--- src/rtl/uart_tx_fifo.sv ---
// Byte FIFO feeding uart_tx: buffers producer bursts and drains them one byte
// at a time over the level-en / one-cycle-done handshake, with optional idle gap.
//
//   state | meaning
//   IDLE  | tx_en low; pops the head byte as soon as the FIFO is non-empty
//   SEND  | tx_en high, tx_data frozen; waiting for tx_done
//   GAP   | forced idle after a byte, gap counts down to 1 before IDLE
module uart_tx_fifo #(
    parameter int DATA_W     = 8,
    parameter int DEPTH_LOG2 = 4,
    parameter int GAP_CYCLES = 0
) (
    input  logic                  clk,
    input  logic                  rstn,
    input  logic                  wr_en,
    input  logic [DATA_W-1:0]     wr_data,
    output logic                  full,
    output logic                  empty,
    output logic [DEPTH_LOG2:0]   count,
    output logic                  overflow,
    output logic                  tx_en,
    output logic [DATA_W-1:0]     tx_data,
    input  logic                  tx_done
);

    localparam int DEPTH = 2 ** DEPTH_LOG2;
    localparam int GAP_W = $clog2(GAP_CYCLES + 2);

    typedef enum logic [1:0] {IDLE, SEND, GAP} state_t;

    logic [DATA_W-1:0]   mem [DEPTH];
    logic [DEPTH_LOG2:0] wr_ptr;
    logic [DEPTH_LOG2:0] rd_ptr;
    state_t              state;
    state_t              state_nxt;
    logic [GAP_W-1:0]    gap;
    logic [GAP_W-1:0]    gap_nxt;
    logic                tx_en_nxt;
    logic [DATA_W-1:0]   tx_data_nxt;
    logic                pop;
    logic                wr_accept;

    assign empty     = (wr_ptr == rd_ptr);
    assign full      = (wr_ptr[DEPTH_LOG2] != rd_ptr[DEPTH_LOG2]) &&
                       (wr_ptr[DEPTH_LOG2-1:0] == rd_ptr[DEPTH_LOG2-1:0]);
    assign count     = wr_ptr - rd_ptr;
    assign pop       = (state == IDLE) && !empty;
    // A pop frees the head slot in the same edge, so a full FIFO can still take a write
    assign wr_accept = wr_en && (!full || pop);

    // Contents are not reset; the pointers alone define what is valid
    always_ff @(posedge clk) begin
        if (wr_accept)
            mem[wr_ptr[DEPTH_LOG2-1:0]] <= wr_data;
    end

    always_ff @(posedge clk or negedge rstn) begin
        if (!rstn) begin
            wr_ptr   <= '0;
            rd_ptr   <= '0;
            overflow <= 1'b0;
            state    <= IDLE;
            gap      <= '0;
            tx_en    <= 1'b0;
            tx_data  <= '0;
        end else begin
            if (wr_accept)
                wr_ptr <= wr_ptr + 1'b1;
            if (pop)
                rd_ptr <= rd_ptr + 1'b1;
            overflow <= wr_en && !wr_accept;
            state    <= state_nxt;
            gap      <= gap_nxt;
            tx_en    <= tx_en_nxt;
            tx_data  <= tx_data_nxt;
        end
    end

    always_comb begin
        state_nxt   = state;
        gap_nxt     = gap;
        tx_en_nxt   = tx_en;
        tx_data_nxt = tx_data;
        case (state)
            IDLE: begin
                if (pop) begin
                    tx_data_nxt = mem[rd_ptr[DEPTH_LOG2-1:0]];
                    tx_en_nxt   = 1'b1;
                    state_nxt   = SEND;
                end
            end
            SEND: begin
                if (tx_done) begin
                    tx_en_nxt = 1'b0;
                    if (GAP_CYCLES == 0) begin
                        state_nxt = IDLE;
                    end else begin
                        gap_nxt   = GAP_W'(GAP_CYCLES);
                        state_nxt = GAP;
                    end
                end
            end
            GAP: begin
                gap_nxt = gap - 1'b1;
                if (gap == GAP_W'(1))
                    state_nxt = IDLE;
            end
            default: state_nxt = IDLE;
        endcase
    end

endmodule

--- config.mk ---
export PLATFORM = sky130hd
export DESIGN_NAME = uart_tx_fifo
export DESIGN_NICKNAME = d
export VERILOG_FILES = /design/src/rtl/uart_tx_fifo.sv
export SDC_FILE = /design/constraint.sdc
export NUM_CORES = 1
export LEC_CHECK = 0
export CAP_MARGIN = 20
export CORE_MARGIN = 2
export CORE_UTILIZATION = 53
export CTS_CLUSTER_DIAMETER = 30
export DETAILED_ROUTE_END_ITERATION = 10
export HOLD_SLACK_MARGIN = 0.02
export PLACE_DENSITY = 0.81
export SETUP_SLACK_MARGIN = 0.02
export SLEW_MARGIN = 20
export SYNTH_ARGS = -nofsm -noshare
export SYNTH_HDL_FRONTEND = slang
export SYNTH_SLANG_ARGS = --single-unit
export TNS_END_PERCENT = 5
--- constraint.sdc ---
create_clock -name clk -period 2.8 [get_ports clk]
set_clock_uncertainty 0.05 [all_clocks]
set_input_delay 0.28 -clock clk [delete_from_list [all_inputs] [get_ports clk]]
set_output_delay 0.28 -clock clk [all_outputs]
set_load 0.02 [all_outputs]
### After elaboration in Yosys (flattened, before gate mapping)

Memories as Yosys holds them, arrays and structs flattened. A register that Yosys moved wholly into a read port is not among the register bits.
Index checks and enable logic that the tools add are counted.

* word-level logic and storage cells: 42
* bits in writable memories: 128
* memories kept: 1
* flip-flop bits (word level): 15

* reductions and logical operators: 14
* muxes and demuxes: 9
* add/sub/neg operators: 4
* equal/unequal tests: 8

Memories
* mem: depth 16, width 8, read ports 1, clocked after memory_dff 1, wr ports 1, RTL line 31 `logic [DATA_W-1:0] mem [DEPTH];`

Operators by type and width (count)
* $add A5 B1 Y5 const B: 2
* $mux W2: 3
* $ne A2 B2 Y1 const B: 3
* $pmux W2 S3: 1
* $reduce_and A3 Y1: 2
* $eq A5 B5 Y1: 1
* $sub A5 B5 Y5: 1
* $eq A4 B4 Y1: 1
* $logic_and A1 B1 Y1: 4
* $logic_not A1 Y1: 4
* $mux W1: 4
* $eq A2 B1 Y1 const B: 1
* $eq A2 B2 Y1 const B: 1
* $logic_not A2 Y1: 1
* $pmux W1 S2: 1
* $reduce_and A2 Y1: 1
* $reduce_bool A2 Y1: 1
* $logic_or A1 B1 Y1: 1
* $ne A1 B1 Y1: 1
* $sub A1 B1 Y1 const B: 1

### Longest topological paths before layout

Gate-level depths: netlist of run 1.

* depth in word-level cells: 7
* gate-level depth with buffers: 9
* gate-level depth less buffers: 7

### Worst setup path after synthesis of run 1

No wires, ideal clock.

* kind: reg2reg
* start: reg rd_ptr[2]
* end: mem mem[3][0], enable pin
* path slack: 0.392 ns
* period minus slack after synthesis: 2.408 ns
* path buffers: 3
* stages on the path, launching flop included: 10
* arrival: 2.026 ns
* cell sequence: dfrtp_1 > buf_4 > buf_2 > inv_1 > ha_1 > nand4_1 > o31a_1 > buf_2 > nor3b_1 > and2_1

* longest elaborated chain between the ends: 7
* elaborated cells between the ends (all ways): 10
* those cells by class: 2 x eq/ne; 2 x mux; 6 x reduce/logical

Ends and longest elaborated chain
* start: declaration: RTL line 33 `logic [DEPTH_LOG2:0] rd_ptr;`
* start signal: assignment: RTL line 70 `rd_ptr <= rd_ptr + 1'b1;`
* $eq A5 B5 Y1 or $eq A4 B4 Y1 (tied branches): RTL line 43, 45
* $logic_not A1 Y1 or $logic_and A1 B1 Y1 (tied branches): RTL line 47, 44
* $logic_and A1 B1 Y1 or $logic_not A1 Y1 (tied branches): RTL line 47, 49
* $logic_or A1 B1 Y1 (*): RTL line 49 `assign wr_accept = wr_en && (!full || pop);`
* $logic_and A1 B1 Y1 (*): RTL line 49
* $mux W1 (*): RTL line 53 `if (wr_accept)`
* $mux W1 (implied by the code) (*): RTL line 54 `mem[wr_ptr[DEPTH_LOG2-1:0]] <= wr_data;`
* end: declaration: RTL line 31

Mark *: on every way between the ends. The rest lies on a longest branch, timed or not.

### Final worst setup path of run 1

* start: reg wr_ptr[0]
* end: out count[4]

* longest elaborated chain between the ends: 1

Ends and longest elaborated chain
* start: declaration: RTL line 32 `logic [DEPTH_LOG2:0] wr_ptr;`
* start signal: assignment: RTL line 68 `wr_ptr <= wr_ptr + 1'b1;`
* $sub A5 B5 Y5: RTL line 46 `assign count = wr_ptr - rd_ptr;`
* end: declaration: RTL line 19 `output logic [DEPTH_LOG2:0] count,`

No other way between the ends.

==> impl_metrics.yaml, run 1 <==
die:
  ios: 29
  initial_core_util_pct: 53.7
  rows: 39
  die-width_microns: 111
  die_h_microns: 111
  core_area_sq_um: 11300
  dieArea_sq_um: 12300
yosys:
  synth.largest_area_cell: "edfxtp_1"
  synthDistinctLibCells: 39
  synthesis.nets: 388
  ys_async_sr_fraction_pct: 13.5
  synth_area_sq_um: 6050
  synth_cells: 366
  synth_ff_type: "edfxtp_1"
  synth.area.top_cells: "edfxtp_1, dfrtp_1, mux2i_1, o22ai_1, mux4_2"
  synth.most_common_cell: "edfxtp_1"
  ys_top_cells_by_count: "edfxtp_1, mux2i_1, o22ai_1, nor2_1, dfrtp_1"
  ys_seq_area_share_pct: 71.8
  synth_top_area_share_pct: 63.5
  ys_seq_elements: 148
  synth-edff-count: 128
  syn_area_per_cell_sq_um: 16.5
  ys_warn_count: 0
worst_setup_path:
  start_kind: "flip-flop"
  cp_common_cell: "inv_1"
  worst-path-buf-inv: 3
  path_delay_family: "adder cells"
  regToRegSetupSlack_ns: 0.23
  critPathMaxStageDelay_ns: 0.42
  r2r_cells: 5
  reg2reg_from: "wr_ptr[2]"
  critPathMaxFanout: 4
  path_class: "reg -> out"
  reg2reg_to: "mem[1][6]"
  worstPathCellList: "inv_1 > ha_1 > inv_1 > fa_1 > a21o_1 > a21oi_1 > xnor2_1 > clkdlybuf4s15_1"
  cp-end-kind: "output port"
  cp.required_ns: 2.47
  crit_arrival_ns: 2.43
  crit_path_top_delay_cell: "dfrtp_1"
place:
  portBuffers: 28
  preCtsSetupSlack_ns: 0.171
  gp_congestion: 0.823
  hpwl_microns: 7410
sta:
  fin_tns_setup_ns: 0
  relSlewSlack_pct: 49.0
  fmax_ghz: 0.362
  min_period_ns: 2.76
  rsz0062_at_grt: "yes"
  setup-violations-final: 0
  finalCritPeriodShare_pct: 98.6
  hold_viol: 0
  worst_slew_pin_slew_ns: 0.765
  setup_ws_ns: 0.0405
  drv_slew: 0
detailed_routing:
  avgViaCountPerCell: 5.92
  routed_wl_microns: 12300
  via_count: 3331
  drc_errors: 0
  drt-wirelength-per-cell_microns: 21.8
  antenna_left: 0
  detail_route.first_pass.iterations: 5
  drtIter0Drc: 349
hold_path:
  hp-class: "in -> async"
finish:
  fin_util_pct: 62.8
  n_fill_cell: 810
  drive_gt1_share_pct: 13.8
  nets: 429
  areaGrowthSynthToFinish_pct: 17.1
  num_antenna_cells: 0
clock_network:
  cts_buffers: 17
  clockBufferDepth: 2
  h-tree-depth: 4
  clk_latency_ns: 0.41
  root_buffer: "clkbuf_16"
  clk_pin_slew_worst_paths_ns: 0.06
  cts_tree: "done"
  clock_sinks: 148
global_routing:
  antenna_found_initial: 0
  grt_pass1_vias: 3464
  overflow: 0
  grt_max_degree: 46
  grt.total_usage_pct: 20.9
  grt_pass1_wl_microns: 18900
pwr:
  vdd_drop_max_mv: 1.04
  power_density_nw_per_um2: 1120
  leakage_nw: 2.52
status:
  status: "complete, no violations"
job:
  maxCapViolations: 0
-- registers in the layout, summed over array words and instances, names as in the netlist --
signal / count
mem: 128
overflow: 1
rd_ptr: 5
state: 1
tx_data: 8
wr_ptr: 5
-- cell usage in the layout (no fill, tap or decap), types with 2 or more instances in the layout --
cell type	count
a211oi_1	8
xnor2_1	8
a31oi_1	8
mux2i_1	33
and2_1	12
edfxtp_1	128
ha_1	9
mux4_1	2
o21ai_0	2
mux4_2	6
buf_4	11
a21o_1	2
a21oi_1	3
and3_1	2
inv_1	12
clkinvlp_4	3
mux2_2	8
clkinv_4	2
clkbuf_16	17
clkdlybuf4s50_1	26
clkinv_2	3
dfrtp_1	19
o22ai_1	24
nand2_1	5
nand4_1	4
xor2_1	3
nor2_1	21
nand3b_1	3
or3_1	8
and4_1	2
bufinv_16	3
nor2b_1	8
-- through the flow --
stage | hold WS (ns) | cell area, sq um | cells | total power (W)
after floorplan | -0.0656 | 6050 | 366 | 0.00479
after global placement | 0.456 | 6480 | 531 | 0.00558
after detailed placement | 0.467 | 6480 | 531 | 0.00568
after CTS | 0.163 | 7080 | 563 | 0.00795
after global routing | 0.176 | 7080 | 563 | 0.00826
final | 0.167 | 7080 | 563 | 0.00793
-- area by class of cell --
cell class / instances / area [sq um] / share of cell area [%]
flip-flops and latches: 148 / 4350 / 61.3
multi-input cells: 189 / 1550 / 21.9
clock buffers: 19 / 443 / 6.25
repair buffers: 39 / 365 / 5.16
well taps: 143 / 179 / 2.53
clock inverters: 13 / 158 / 2.23
inverters: 12 / 45.0 / 0.636
-- layer usage --
| metal | global-route usage, % | part of all wire [%] |
|---|---|---|
| met2 | 33.2 | 49 |
| met3 | 5.80 | 7.3 |
| met5 | 0 | 0 |
| met4 | 10.5 | 3.5 |
| met1 | 26.8 | 40 |
-- worst max path at each step --
stage	end	depth (start not counted)	start	slack [ns]
3_5_place_dp	count[4]	8	wr_ptr[0]	0.17
3_3_place_gp	count[4]	8	wr_ptr[0]	0.25
5_1_grt	count[4]	8	wr_ptr[0]	-0.08
6_report	count[4]	8	wr_ptr[0]	0.04
4_1_cts	count[2]	6	wr_ptr[0]	0.03
2_1_floorplan	mem[3][0]	9	rd_ptr[2]	0.39
-- cells by family (layout without fill, tap and decap cells) --
logic type	after synthesis	after routing	share of synthesized area [%]
AO/OA/AOI/OAI	48	48	5.11
XOR/XNOR	12	12	1.86
adder cells (fa/ha/maj)	10	10	2.19
buffers and inverters	29	83	2.59
flip-flops	148	148	71.8
multiplexers	49	49	10.1
AND/OR/NAND/NOR	70	70	6.39
-- report_power, final --
group | internal [W] | switching (W) | leakage [nW]
clock | 0.00142 | 0.000855 | 0.287
sequential | 0.00273 | 0.000164 | 1.39
combinational | 0.00117 | 0.00158 | 0.844
total | 0.00532 | 0.00260 | 2.52
-- timing repair --
item / 4_1_cts / 5_1_grt
hold buffers: 0 / 0
gates resized for setup: 2 / 1
setup buffers: 0 / 0
endpoints found under the setup margin: 1 / 2
cloned: 0 / 0
(Power assumes the default switching activity.)
==> inputs of run 2 (changes only) <==
--- a/config.mk
+++ b/config.mk
@@ -13,7 +13,6 @@
 export HOLD_SLACK_MARGIN = 0.02
 export PLACE_DENSITY = 0.81
 export SETUP_SLACK_MARGIN = 0.02
-export SLEW_MARGIN = 20
 export SYNTH_ARGS = -nofsm -noshare
 export SYNTH_HDL_FRONTEND = slang
 export SYNTH_SLANG_ARGS = --single-unit
==> results of run 2 <==
Final layout, timing and power as in run 1 (identical DEF).
==> inputs of run 3 (changes only) <==
--- a/config.mk
+++ b/config.mk
@@ -5,14 +5,13 @@
 export SDC_FILE = /design/constraint.sdc
 export NUM_CORES = 1
 export LEC_CHECK = 0
-export CAP_MARGIN = 20
-export CORE_MARGIN = 2
 export CORE_UTILIZATION = 53
 export CTS_CLUSTER_DIAMETER = 30
 export DETAILED_ROUTE_END_ITERATION = 10
 export HOLD_SLACK_MARGIN = 0.02
 export PLACE_DENSITY = 0.81
 export SETUP_SLACK_MARGIN = 0.02
+export SLEW_MARGIN = 10
 export SYNTH_ARGS = -nofsm -noshare
 export SYNTH_HDL_FRONTEND = slang
 export SYNTH_SLANG_ARGS = --single-unit
==> impl_metrics.yaml, run 3 (synthesized netlist as in run 1, its figures left out) <==
status:
  status: "complete, no violations"
finish:
  final_common_cell: "edfxtp_1"
  nets: 429
  drive_gt1_share_pct: 14.5
  areaGrowthSynthToFinish_pct: 17.8
  fin_util_pct: 64.9
  num_antenna_cells: 0
  largest_reg_flops: 128
  layout_common_cells: "edfxtp_1, mux2i_1, clkdlybuf4s50_1"
  n_fill_cell: 734
die:
  core_area_sq_um: 11000
  ios: 29
  rows: 38
  die-width_microns: 109
  die_h_microns: 109
  dieArea_sq_um: 11800
  initial_core_util_pct: 55.1
detailed_routing:
  detail_route.first_pass.iterations: 6
  via_count: 3338
  drtIter0Drc: 256
  avgViaCountPerCell: 5.96
  drt-wirelength-per-cell_microns: 21.4
  routed_wl_microns: 12000
  antenna_left: 0
  drc_errors: 0
clock_network:
  cts_buffers: 17
  clk_pin_slew_worst_paths_ns: 0.06
  root_buffer: "clkbuf_16"
  h-tree-depth: 4
  clockBufferDepth: 2
  clock_sinks: 148
  clk_latency_ns: 0.42
  postCtsSetupBuffers: 0
  cts_tree: "done"
global_routing:
  overflow: 0
  antenna_found_initial: 0
  grt.total_usage_pct: 22.1
  grt_max_degree: 46
  grt_pass1_wl_microns: 18100
  grt_pass1_vias: 3303
sta:
  hold_viol: 0
  finalCritPeriodShare_pct: 95.1
  fin_tns_setup_ns: 0
  fmax_ghz: 0.376
  min_period_ns: 2.66
  worst_slew_pin_slew_ns: 0.757
  rsz0062_at_grt: "no"
  drv_slew: 0
  hold_slack_ns: 0.161
  setup-violations-final: 0
  relSlewSlack_pct: 49.5
worst_setup_path:
  critPathMaxFanout: 8
  cp.required_ns: 2.47
  start_kind: "flip-flop"
  cp-end-kind: "output port"
  crit_arrival_ns: 2.33
  path_class: "reg -> out"
place:
  hpwl_microns: 7380
  portBuffers: 28
  gp_congestion: 0.788
pwr:
  vdd_drop_max_mv: 1.38
  power_density_nw_per_um2: 1120
  leakage_nw: 2.56
  totalPowerFinal_w: 0.00798
hold_path:
  hp-class: "in -> async"
job:
  maxCapViolations: 0
[run 3: routing by layer]
layer  wire length (microns)  global-route usage (%)
met1                    5040                    28.7
met2                    5920                    35.4
met3                     763                    5.14
met4                     275                    10.5
met5                       0                       0
[run 3: final timing paths]
kind | startpoint | end | slack [ns] | depth (start not counted)
max | wr_ptr[2] | empty | 0.14 | 4
min | rstn | wr_ptr[1] | 0.16 | 2
max reg2reg | wr_ptr[2] | mem[0][7] | 0.29 | 5
min reg2reg | wr_ptr[4] | wr_ptr[4] | 0.47 | 1
max in group asynchronous | rstn | rd_ptr[0] | 2.30 | 2
min in group clk | tx_done | state[0] | 0.39 | 2
[run 3: what timing repair did]
item / CTS / global route
hold buffers: 0 / 0
setup endpoints to repair: 1 / 3
gates resized for setup: 1 / 5
[run 3: power by group]
group	switching, W	internal [W]
Combinational	0.00154	0.00115
Sequential	0.000173	0.00273
Clock	0.000868	0.00151
Total	0.00259	0.00540
[run 3: area by class of cell]
class                           instances  area [sq um]  area share [%]
Timing Repair Buffer                   39           363            5.09
Tap cell                              140           175            2.46
Sequential cell                       148          4350            61.0
Clock inverter                          8          80.1            1.12
Multi-Input combinational cell        189          1550            21.8
Clock buffer                           24           568            7.97
Inverter                               12          45.0           0.632
[run 3: critical path: stages (launching register included)]
cell and delay [ns]:
dfrtp_1 0.47, ha_1 0.41, and4_1 0.25, and2_1 0.17, clkdlybuf4s50_1 0.62
[run 3: through the flow]
| step | worst slack, ns | instance area [sq um] | std cells |
|---|---|---|---|
| finish | 0.138 | 7130 | 560 |
| global route | 0.0301 | 7130 | 560 |
| CTS | 0.0298 | 7130 | 560 |
| detailed placement | 0.207 | 6480 | 528 |
| global placement | 0.252 | 6480 | 528 |
| floorplan | 0.392 | 6050 | 366 |
